--- src/rtl/fp_pkg.sv ---
// Shared FP32 types for the adder-sharing controller and its arbiter.
package fp_pkg;

    localparam int FP_W = 32;

    // Adder status bits in the order the adder reports them.
    typedef struct packed {
        logic ovf;
        logic udf;
        logic zero;
    } fp_flags_t;

    // One operation as it is presented to the shared adder.
    typedef struct packed {
        logic [FP_W-1:0] a;
        logic [FP_W-1:0] b;
        logic            sub;
    } add_op_t;

endpackage

--- src/rtl/rr_arbiter.sv ---
// Round-robin arbiter: grants the first eligible index at or after the pointer,
// and moves the pointer just past the winner whenever a grant is taken.
module rr_arbiter
    import fp_pkg::*;
#(
    parameter int N = 4,
    localparam int IW = $clog2(N)
) (
    input  logic          i_clk,
    input  logic          i_rst_n,
    input  logic [N-1:0]  i_eligible,
    input  logic          i_advance,
    output logic [N-1:0]  o_grant,
    output logic [IW-1:0] o_idx
);

    logic [IW-1:0] ptr_q, ptr_d;
    logic          found;
    int            cand;

    // Walk upward from the pointer with wrap-around; the first eligible index wins.
    always_comb begin
        o_grant = '0;
        o_idx   = '0;
        found   = 1'b0;
        cand    = 0;
        for (int i = 0; i < N; i++) begin
            cand = int'(ptr_q) + i;
            if (cand >= N) begin
                cand = cand - N;
            end
            if (!found && i_eligible[cand]) begin
                found         = 1'b1;
                o_grant[cand] = 1'b1;
                o_idx         = IW'(cand);
            end
        end
    end

    // The next search starts one past the index that was just served.
    always_comb begin
        ptr_d = ptr_q;
        if (i_advance) begin
            ptr_d = (o_idx == IW'(N - 1)) ? '0 : o_idx + IW'(1);
        end
    end

    // Pointer register.
    always_ff @(posedge i_clk or negedge i_rst_n) begin
        if (!i_rst_n) begin
            ptr_q <= '0;
        end else begin
            ptr_q <= ptr_d;
        end
    end

endmodule

--- src/rtl/fp_add_share_ctrl.sv ---
// Shares one fixed-latency FP32 adder among NUM_REQ requesters. Each requester
// holds a single credit, so it has at most one operation in flight and its
// one-entry result buffer is always empty when its result comes back.
module fp_add_share_ctrl
    import fp_pkg::*;
#(
    parameter int NUM_REQ = 4,
    parameter int ADD_LAT = 3,
    localparam int TAG_W = $clog2(NUM_REQ)
) (
    input  logic                    i_clk,
    input  logic                    i_rst_n,
    input  logic [NUM_REQ-1:0]      i_req_valid,
    output logic [NUM_REQ-1:0]      o_req_ready,
    input  logic [NUM_REQ*FP_W-1:0] i_req_a,
    input  logic [NUM_REQ*FP_W-1:0] i_req_b,
    input  logic [NUM_REQ-1:0]      i_req_sub,
    output logic                    o_add_valid,
    output logic [FP_W-1:0]         o_add_a,
    output logic [FP_W-1:0]         o_add_b,
    output logic                    o_add_sub,
    input  logic                    i_add_res_valid,
    input  logic [FP_W-1:0]         i_add_result,
    input  logic [2:0]              i_add_flags,
    output logic [NUM_REQ-1:0]      o_res_valid,
    input  logic [NUM_REQ-1:0]      i_res_ready,
    output logic [NUM_REQ*FP_W-1:0] o_res_data,
    output logic [NUM_REQ*3-1:0]    o_res_flags,
    output logic                    o_err
);

    logic [NUM_REQ-1:0] credit_q, credit_d;
    logic [NUM_REQ-1:0] eligible, grant;
    logic [TAG_W-1:0]   grant_idx;
    logic               issue;

    add_op_t            op_q, op_d;
    logic               add_valid_q;
    logic [TAG_W-1:0]   issue_tag_q;

    logic [ADD_LAT-1:0] pipe_vld_q;
    logic [TAG_W-1:0]   pipe_tag_q [ADD_LAT];
    logic               exp_vld;
    logic [TAG_W-1:0]   cap_tag;
    logic               capture, protocol_err;

    logic [NUM_REQ-1:0] res_valid_q, res_valid_d;
    logic [FP_W-1:0]    res_data_q  [NUM_REQ];
    fp_flags_t          res_flags_q [NUM_REQ];
    logic               err_q;

    assign eligible = i_req_valid & credit_q;
    assign issue    = |grant;

    rr_arbiter #(.N(NUM_REQ)) u_arb (
        .i_clk      (i_clk),
        .i_rst_n    (i_rst_n),
        .i_eligible (eligible),
        .i_advance  (issue),
        .o_grant    (grant),
        .o_idx      (grant_idx)
    );

    // Select the winner's operands; without a grant the issue register holds.
    always_comb begin
        op_d = op_q;
        if (issue) begin
            op_d.a   = i_req_a[int'(grant_idx)*FP_W +: FP_W];
            op_d.b   = i_req_b[int'(grant_idx)*FP_W +: FP_W];
            op_d.sub = i_req_sub[grant_idx];
        end
    end

    // Issue register plus the owner tag that travels alongside it.
    always_ff @(posedge i_clk or negedge i_rst_n) begin
        if (!i_rst_n) begin
            add_valid_q <= 1'b0;
            issue_tag_q <= '0;
            op_q        <= '0;
        end else begin
            add_valid_q <= issue;
            issue_tag_q <= grant_idx;
            op_q        <= op_d;
        end
    end

    // Tag shift register fed from the issue register; its last stage lines up
    // with the cycle the adder returns that operation's result.
    always_ff @(posedge i_clk or negedge i_rst_n) begin
        if (!i_rst_n) begin
            pipe_vld_q <= '0;
            for (int i = 0; i < ADD_LAT; i++) begin
                pipe_tag_q[i] <= '0;
            end
        end else begin
            pipe_vld_q[0] <= add_valid_q;
            pipe_tag_q[0] <= issue_tag_q;
            for (int i = 1; i < ADD_LAT; i++) begin
                pipe_vld_q[i] <= pipe_vld_q[i-1];
                pipe_tag_q[i] <= pipe_tag_q[i-1];
            end
        end
    end

    // A result is only accepted when the tag pipe expects one; any disagreement
    // is a protocol error and an unexpected result is simply dropped.
    always_comb begin
        exp_vld      = pipe_vld_q[ADD_LAT-1];
        cap_tag      = pipe_tag_q[ADD_LAT-1];
        capture      = i_add_res_valid && exp_vld;
        protocol_err = i_add_res_valid != exp_vld;
    end

    // Drain returns a credit, a grant consumes one, a capture fills a buffer.
    always_comb begin
        credit_d    = credit_q;
        res_valid_d = res_valid_q;
        for (int k = 0; k < NUM_REQ; k++) begin
            if (res_valid_q[k] && i_res_ready[k]) begin
                res_valid_d[k] = 1'b0;
                credit_d[k]    = 1'b1;
            end
            if (grant[k]) begin
                credit_d[k] = 1'b0;
            end
            if (capture && cap_tag == TAG_W'(k)) begin
                res_valid_d[k] = 1'b1;
            end
        end
    end

    // Credit, buffer-full and sticky error state.
    always_ff @(posedge i_clk or negedge i_rst_n) begin
        if (!i_rst_n) begin
            credit_q    <= '1;
            res_valid_q <= '0;
            err_q       <= 1'b0;
        end else begin
            credit_q    <= credit_d;
            res_valid_q <= res_valid_d;
            if (protocol_err) begin
                err_q <= 1'b1;
            end
        end
    end

    // Result buffers load only on capture, so they hold while waiting for ready.
    always_ff @(posedge i_clk or negedge i_rst_n) begin
        if (!i_rst_n) begin
            for (int k = 0; k < NUM_REQ; k++) begin
                res_data_q[k]  <= '0;
                res_flags_q[k] <= '0;
            end
        end else begin
            for (int k = 0; k < NUM_REQ; k++) begin
                if (capture && cap_tag == TAG_W'(k)) begin
                    res_data_q[k]  <= i_add_result;
                    res_flags_q[k] <= fp_flags_t'(i_add_flags);
                end
            end
        end
    end

    // Flatten the per-requester buffers onto the output buses.
    always_comb begin
        o_res_data  = '0;
        o_res_flags = '0;
        for (int k = 0; k < NUM_REQ; k++) begin
            o_res_data[k*FP_W +: FP_W] = res_data_q[k];
            o_res_flags[k*3 +: 3]      = res_flags_q[k];
        end
    end

    assign o_req_ready = grant;
    assign o_add_valid = add_valid_q;
    assign o_add_a     = op_q.a;
    assign o_add_b     = op_q.b;
    assign o_add_sub   = op_q.sub;
    assign o_res_valid = res_valid_q;
    assign o_err       = err_q;

endmodule

--- config.mk ---
export PLATFORM = sky130hd
export DESIGN_NAME = fp_add_share_ctrl
export DESIGN_NICKNAME = d
export VERILOG_FILES = /design/src/rtl/fp_pkg.sv /design/src/rtl/rr_arbiter.sv /design/src/rtl/fp_add_share_ctrl.sv
export SDC_FILE = /design/constraint.sdc
export NUM_CORES = 1
export LEC_CHECK = 0
export CAP_MARGIN = 40
export CORE_AREA = 2 2 203 205
export DETAILED_ROUTE_END_ITERATION = 10
export DIE_AREA = 0 0 205 207
export GPL_ROUTABILITY_DRIVEN = 0
export PLACE_DENSITY = 0.62
export SYNTH_ARGS = -nofsm -noshare
export SYNTH_HDL_FRONTEND = slang
export SYNTH_HIERARCHICAL = 1
export SYNTH_SLANG_ARGS = --single-unit
--- constraint.sdc ---
create_clock -name i_clk -period 3.5 [get_ports i_clk]
set_input_delay 0.7 -clock i_clk [delete_from_list [all_inputs] [get_ports i_clk]]
set_output_delay 0.7 -clock i_clk [all_outputs]
set_load 0.1 [all_outputs]
-- Word level (Yosys, flattened, before mapping)
Index checks and enable logic that the tools add are counted.
- add/subtract/negate cells: 8
- order comparisons: 13
- eq/ne operators: 5
- shift operators: 2
- muxes and demuxes: 54
- bitwise operators: 4
- reductions and logical operators: 29
- operators by type and width (operator ; count):
    $shiftx 128x8->32 ; 2
    $ge 32x1->1 const B ; 4
    $lt 32x4->1 const B ; 4
    $mux 32 ; 4
    $ge 32x4->1 const B ; 3
    $sub 32x4->32 const B ; 3
    $mux 1 ; 32
    $logic_and 1x1->1 ; 16
    $mux 4 ; 4
    $reduce_bool 2->1 ; 8
    $or 4x4->4 ; 3
    $bmux 1 s2 ; 5
    $mux 2 ; 5
    $demux 1 s2 ; 4
    $add 2x2->3 const B ; 2
    $eq 2x2->1 const B ; 3
    $and 4x4->4 ; 1
    $reduce_or 4->1 ; 1
    $sub 2x3->4 const B ; 1
    $add 2x1->3 const B ; 1
    $ge 2x3->1 const B ; 1
    $logic_not 1->1 ; 3
    $lt 2x3->1 const B ; 1
    $add 2x1->2 const B ; 1
    3 further kinds ; 3
- bits in registers: 228
- output and inout port bits: 215
- word-level logic and storage cells: 150

-- Longest topological paths before layout
- depth after elaboration: 17
- mapped depth: 15

-- Cells and area by module
Netlist, hierarchy kept.
- by module, submodules not included (module ; times used ; cells an instance ; area each (um^2) ; sequential area each (um^2)):
    fp_add_share_ctrl ; 1 ; 560 ; 9810.7 ; 5660.4
    rr_arbiter ; 1 ; 63 ; 566.8 ; 50.0

-- Worst setup path after synthesis
Ideal clock, no wire load.
- kind: flip-flop to flip-flop
- start: reg (tool-made name)
- end: reg op_q (netlist bit o_add_b[10])
- setup time: 0.126 ns
- arrival: 4.370 ns
- required time: 3.374 ns
- slack: -0.996 ns
- stages on the path, launching flop included: 13
- path buffers: 4
- path through: dfrtp_1 -> buf_2 -> buf_2 -> inv_1 -> ha_1 -> mux4_2 -> nor2b_1 -> a22oi_1 -> o21ai_1 -> nor4_2 -> buf_4 -> buf_2 -> mux2_2
- RTL lines (what ; RTL line ; text):
    to (signal assigned) ; fp_add_share_ctrl.sv:83 ; op_q <= op_d;
    to (decl) ; fp_add_share_ctrl.sv:37 ; add_op_t op_q, op_d;

==> results.cfg <==
[status]
outcome = complete, no violations

[global_routing]
globalRoute.totalOverflow = 0
groute.layer.met3.usage = 0.0371
grt.busiest_layer = met2
maximum_number_of_pins_on_one_net_before_global_route_repair = 91
first_pass_grt_wire_length_mm = 56.2
first_global_vias = 9232
antenna_found_initial = 3
grt_use_met2 = 0.321
global_route.usage.met1 = 0.195
grt_util_all_layers = 0.175

[placed_design]
post-place-cells = 1814
port_buffers = 520
place_area_um2 = 19300
place_hpwl_mm = 30.5

[critical_path]
worst_r2r_startpoint = u_arb/ptr_q[1]
timing.critical_path.to_type = output pin
reg2reg_setup_slack_ns = 0.30
worst_path_max_delay_cell = sky130_fd_sc_hd__mux4_2
max_stage_delay_ns = 0.42
worstSetupPathType = register to output pin
rr_worst_depth = 10
path_cells = inv_1 -> ha_2 -> mux4_2 -> nor2b_4 -> a22oi_1 -> o21ai_4 -> buf_12 -> buf_16
crit_arrival_ns = 2.68
critical_path_required_ns = 2.80
critPathLaunchType = register
timing.rr.end = o_add_b[6]
crit_fanout = 7

[finish]
final_area_um2 = 20300
final_cell_count_no_fill = 1875
utilization = 0.502
flow.area_growth_from_synthesis_pct = 95.4
final_common_cell = sky130_fd_sc_hd__clkdlybuf4s50_1
layout_common_cells = sky130_fd_sc_hd__clkdlybuf4s50_1, sky130_fd_sc_hd__dfrtp_1, sky130_fd_sc_hd__mux2_2
final_net_count = 1636
drive_above_1_share = 0.458

[clocking]
path_clk_slew_ns = 0.06
cts_htree_levels = 1
clk_latency_ns = 0.54
cts_tree = yes
tritoncts.num_buffers = 26
cts.hold.buffers_added = 0
clock_tree.buffer_depth = 3
cts-root-buf = sky130_fd_sc_hd__clkbuf_16
clock-sinks = 228

[floorplanning]
fp-row-count = 74
num_io_pins = 521
die_height_um = 207
initial_utilization = 0.257
coreArea_um2 = 40400
die_area_um2 = 42400
die-width_um = 205

[logic_synthesis]
synth.ff_latch_count = 228
synth-edff-count = 0
ys.warnings.count = 6
netlist_area_um2 = 10400
synth-seq-area-share = 0.550
synth_cell_types = 39
netlist_instances = 623
syn-mean-instance-area_um2 = 16.7
ys_async_sr_fraction = 1.00
postSynthNetCount = 938
postSynth.topFlopCell = sky130_fd_sc_hd__dfrtp_1

[sta]
finalSetupTns_ns = 0
finClkSkew_ns = 0.0141
finalCriticalPeriod_ns = 3.38
final_hold_viol_count = 0
max_slew.worst_pin.slew_ns = 0.690
maxSlewViolCount = 0
setup_viol = 0
timing.fmax_mhz = 296
final.period_utilization = 0.964
slew-limit-headroom = 0.540

[drt]
post-route-drc-count = 0
post_drt_via_cell_ratio = 4.46
dr_total_vias = 8364
drt_first_iter_violations = 238
drt_first_pass_iters = 4
post_drt_wl_per_cell_um = 20.1
detail-route-antenna-nets = 0
postRouteWirelength_mm = 37.6

[job]
max_cap_violations = 0

[hold_path]
hp-class = input pin to async pin
layer usage:
layer | up-vias | part of all wire
met2 | 339 | 0.53
met4 | 2 | 0.039
met1 | 4192 | 0.37
met5 | - | 0.00032
met3 | 65 | 0.064
li1 | 3766 | -
cell families after synthesis:
| logic type | Yosys count | synth area share |
|---|---|---|
| flip-flops | 228 | 0.550 |
| AO/OA/AOI/OAI | 31 | 0.0201 |
| buffers and inverters | 49 | 0.0260 |
| XOR/XNOR | 1 | 0.000844 |
| multiplexers | 278 | 0.376 |
| adder cells (fa/ha/maj) | 9 | 0.0109 |
| AND/OR/NAND/NOR | 27 | 0.0157 |
flip-flops by register name (all words and copies together), names as in the netlist, named ones only:
name,count
o_res_valid,4
o_add_a,32
issue_tag_q,2
o_err,1
cap_tag,2
o_add_b,32
o_add_valid,1
o_res_data,128
credit_q,4
o_add_sub,1
pipe_tag_q,4
o_res_flags,12
pipe_vld_q,3
u_arb/ptr_q,1
through the flow:
step	hold WS [ns]	setup slack, ns
4_1_cts	0.172	0.0372
5_1_grt	0.212	-0.00647
3_5_place_dp	0.335	-0.223
3_3_place_gp	0.332	-0.216
2_1_floorplan	0.331	0.00734
6_report	0.163	0.125
worst max-delay path, delay by kind of cell, from the launching register on:
kind	cells	cell delay [ns]
flops	1	0.38
fa+ha+maj	1	0.36
simple gates	1	0.22
buf+inv	3	0.45
mux	1	0.42
compound gates	2	0.31
synth_stat cells (all sizes together), types with 2 or more instances:
master / n / area share
nor3: 3 / 0.0014
and2: 4 / 0.0024
mux2: 206 / 0.22
mux4: 69 / 0.15
nor2: 6 / 0.0024
nor3b: 2 / 0.0014
clkbuf: 2 / 0.00072
mux2i: 3 / 0.0029
o21ai: 9 / 0.0047
dfrtp: 224 / 0.54
a22oi: 9 / 0.0065
nand2: 2 / 0.00072
a21o: 2 / 0.0014
dfstp: 4 / 0.010
nand3b: 4 / 0.0029
ha: 9 / 0.011
inv: 8 / 0.0029
a21oi: 6 / 0.0029
buf: 38 / 0.022
repair_timing:
| action | CTS | global route |
|---|---|---|
| buffers inserted | 8 | 4 |
| cloned | 0 | 0 |
| resized for setup | 14 | 4 |
| pin swaps | 6 | 4 |
| endpoints found under the setup margin | 4 | 4 |
worst max path at each step:
stage	end	slack [ns]
final	o_req_ready[1]	0.12
after global routing	o_req_ready[1]	-0.006
after CTS	o_req_ready[1]	0.04
after detailed placement	o_add_b[19]	-0.22
after global placement	o_add_a[30]	-0.22
after floorplan	o_add_b[10]	0.007
layout make-up:
| cell class | instances | area (µm²) |
|---|---|---|
| clock buffers | 39 | 769 |
| multi-input cells | 346 | 4540 |
| fillers | 3343 | 20100 |
| diodes | 2 | 5.00 |
| repair buffers | 710 | 8430 |
| well taps | 532 | 666 |
| clock inverters | 9 | 121 |
| flip-flops and latches | 228 | 5710 |
| inverters | 9 | 33.8 |
Power is not shown: default switching activity piles up to over one toggle a cycle in this logic, so the estimate is an artifact.
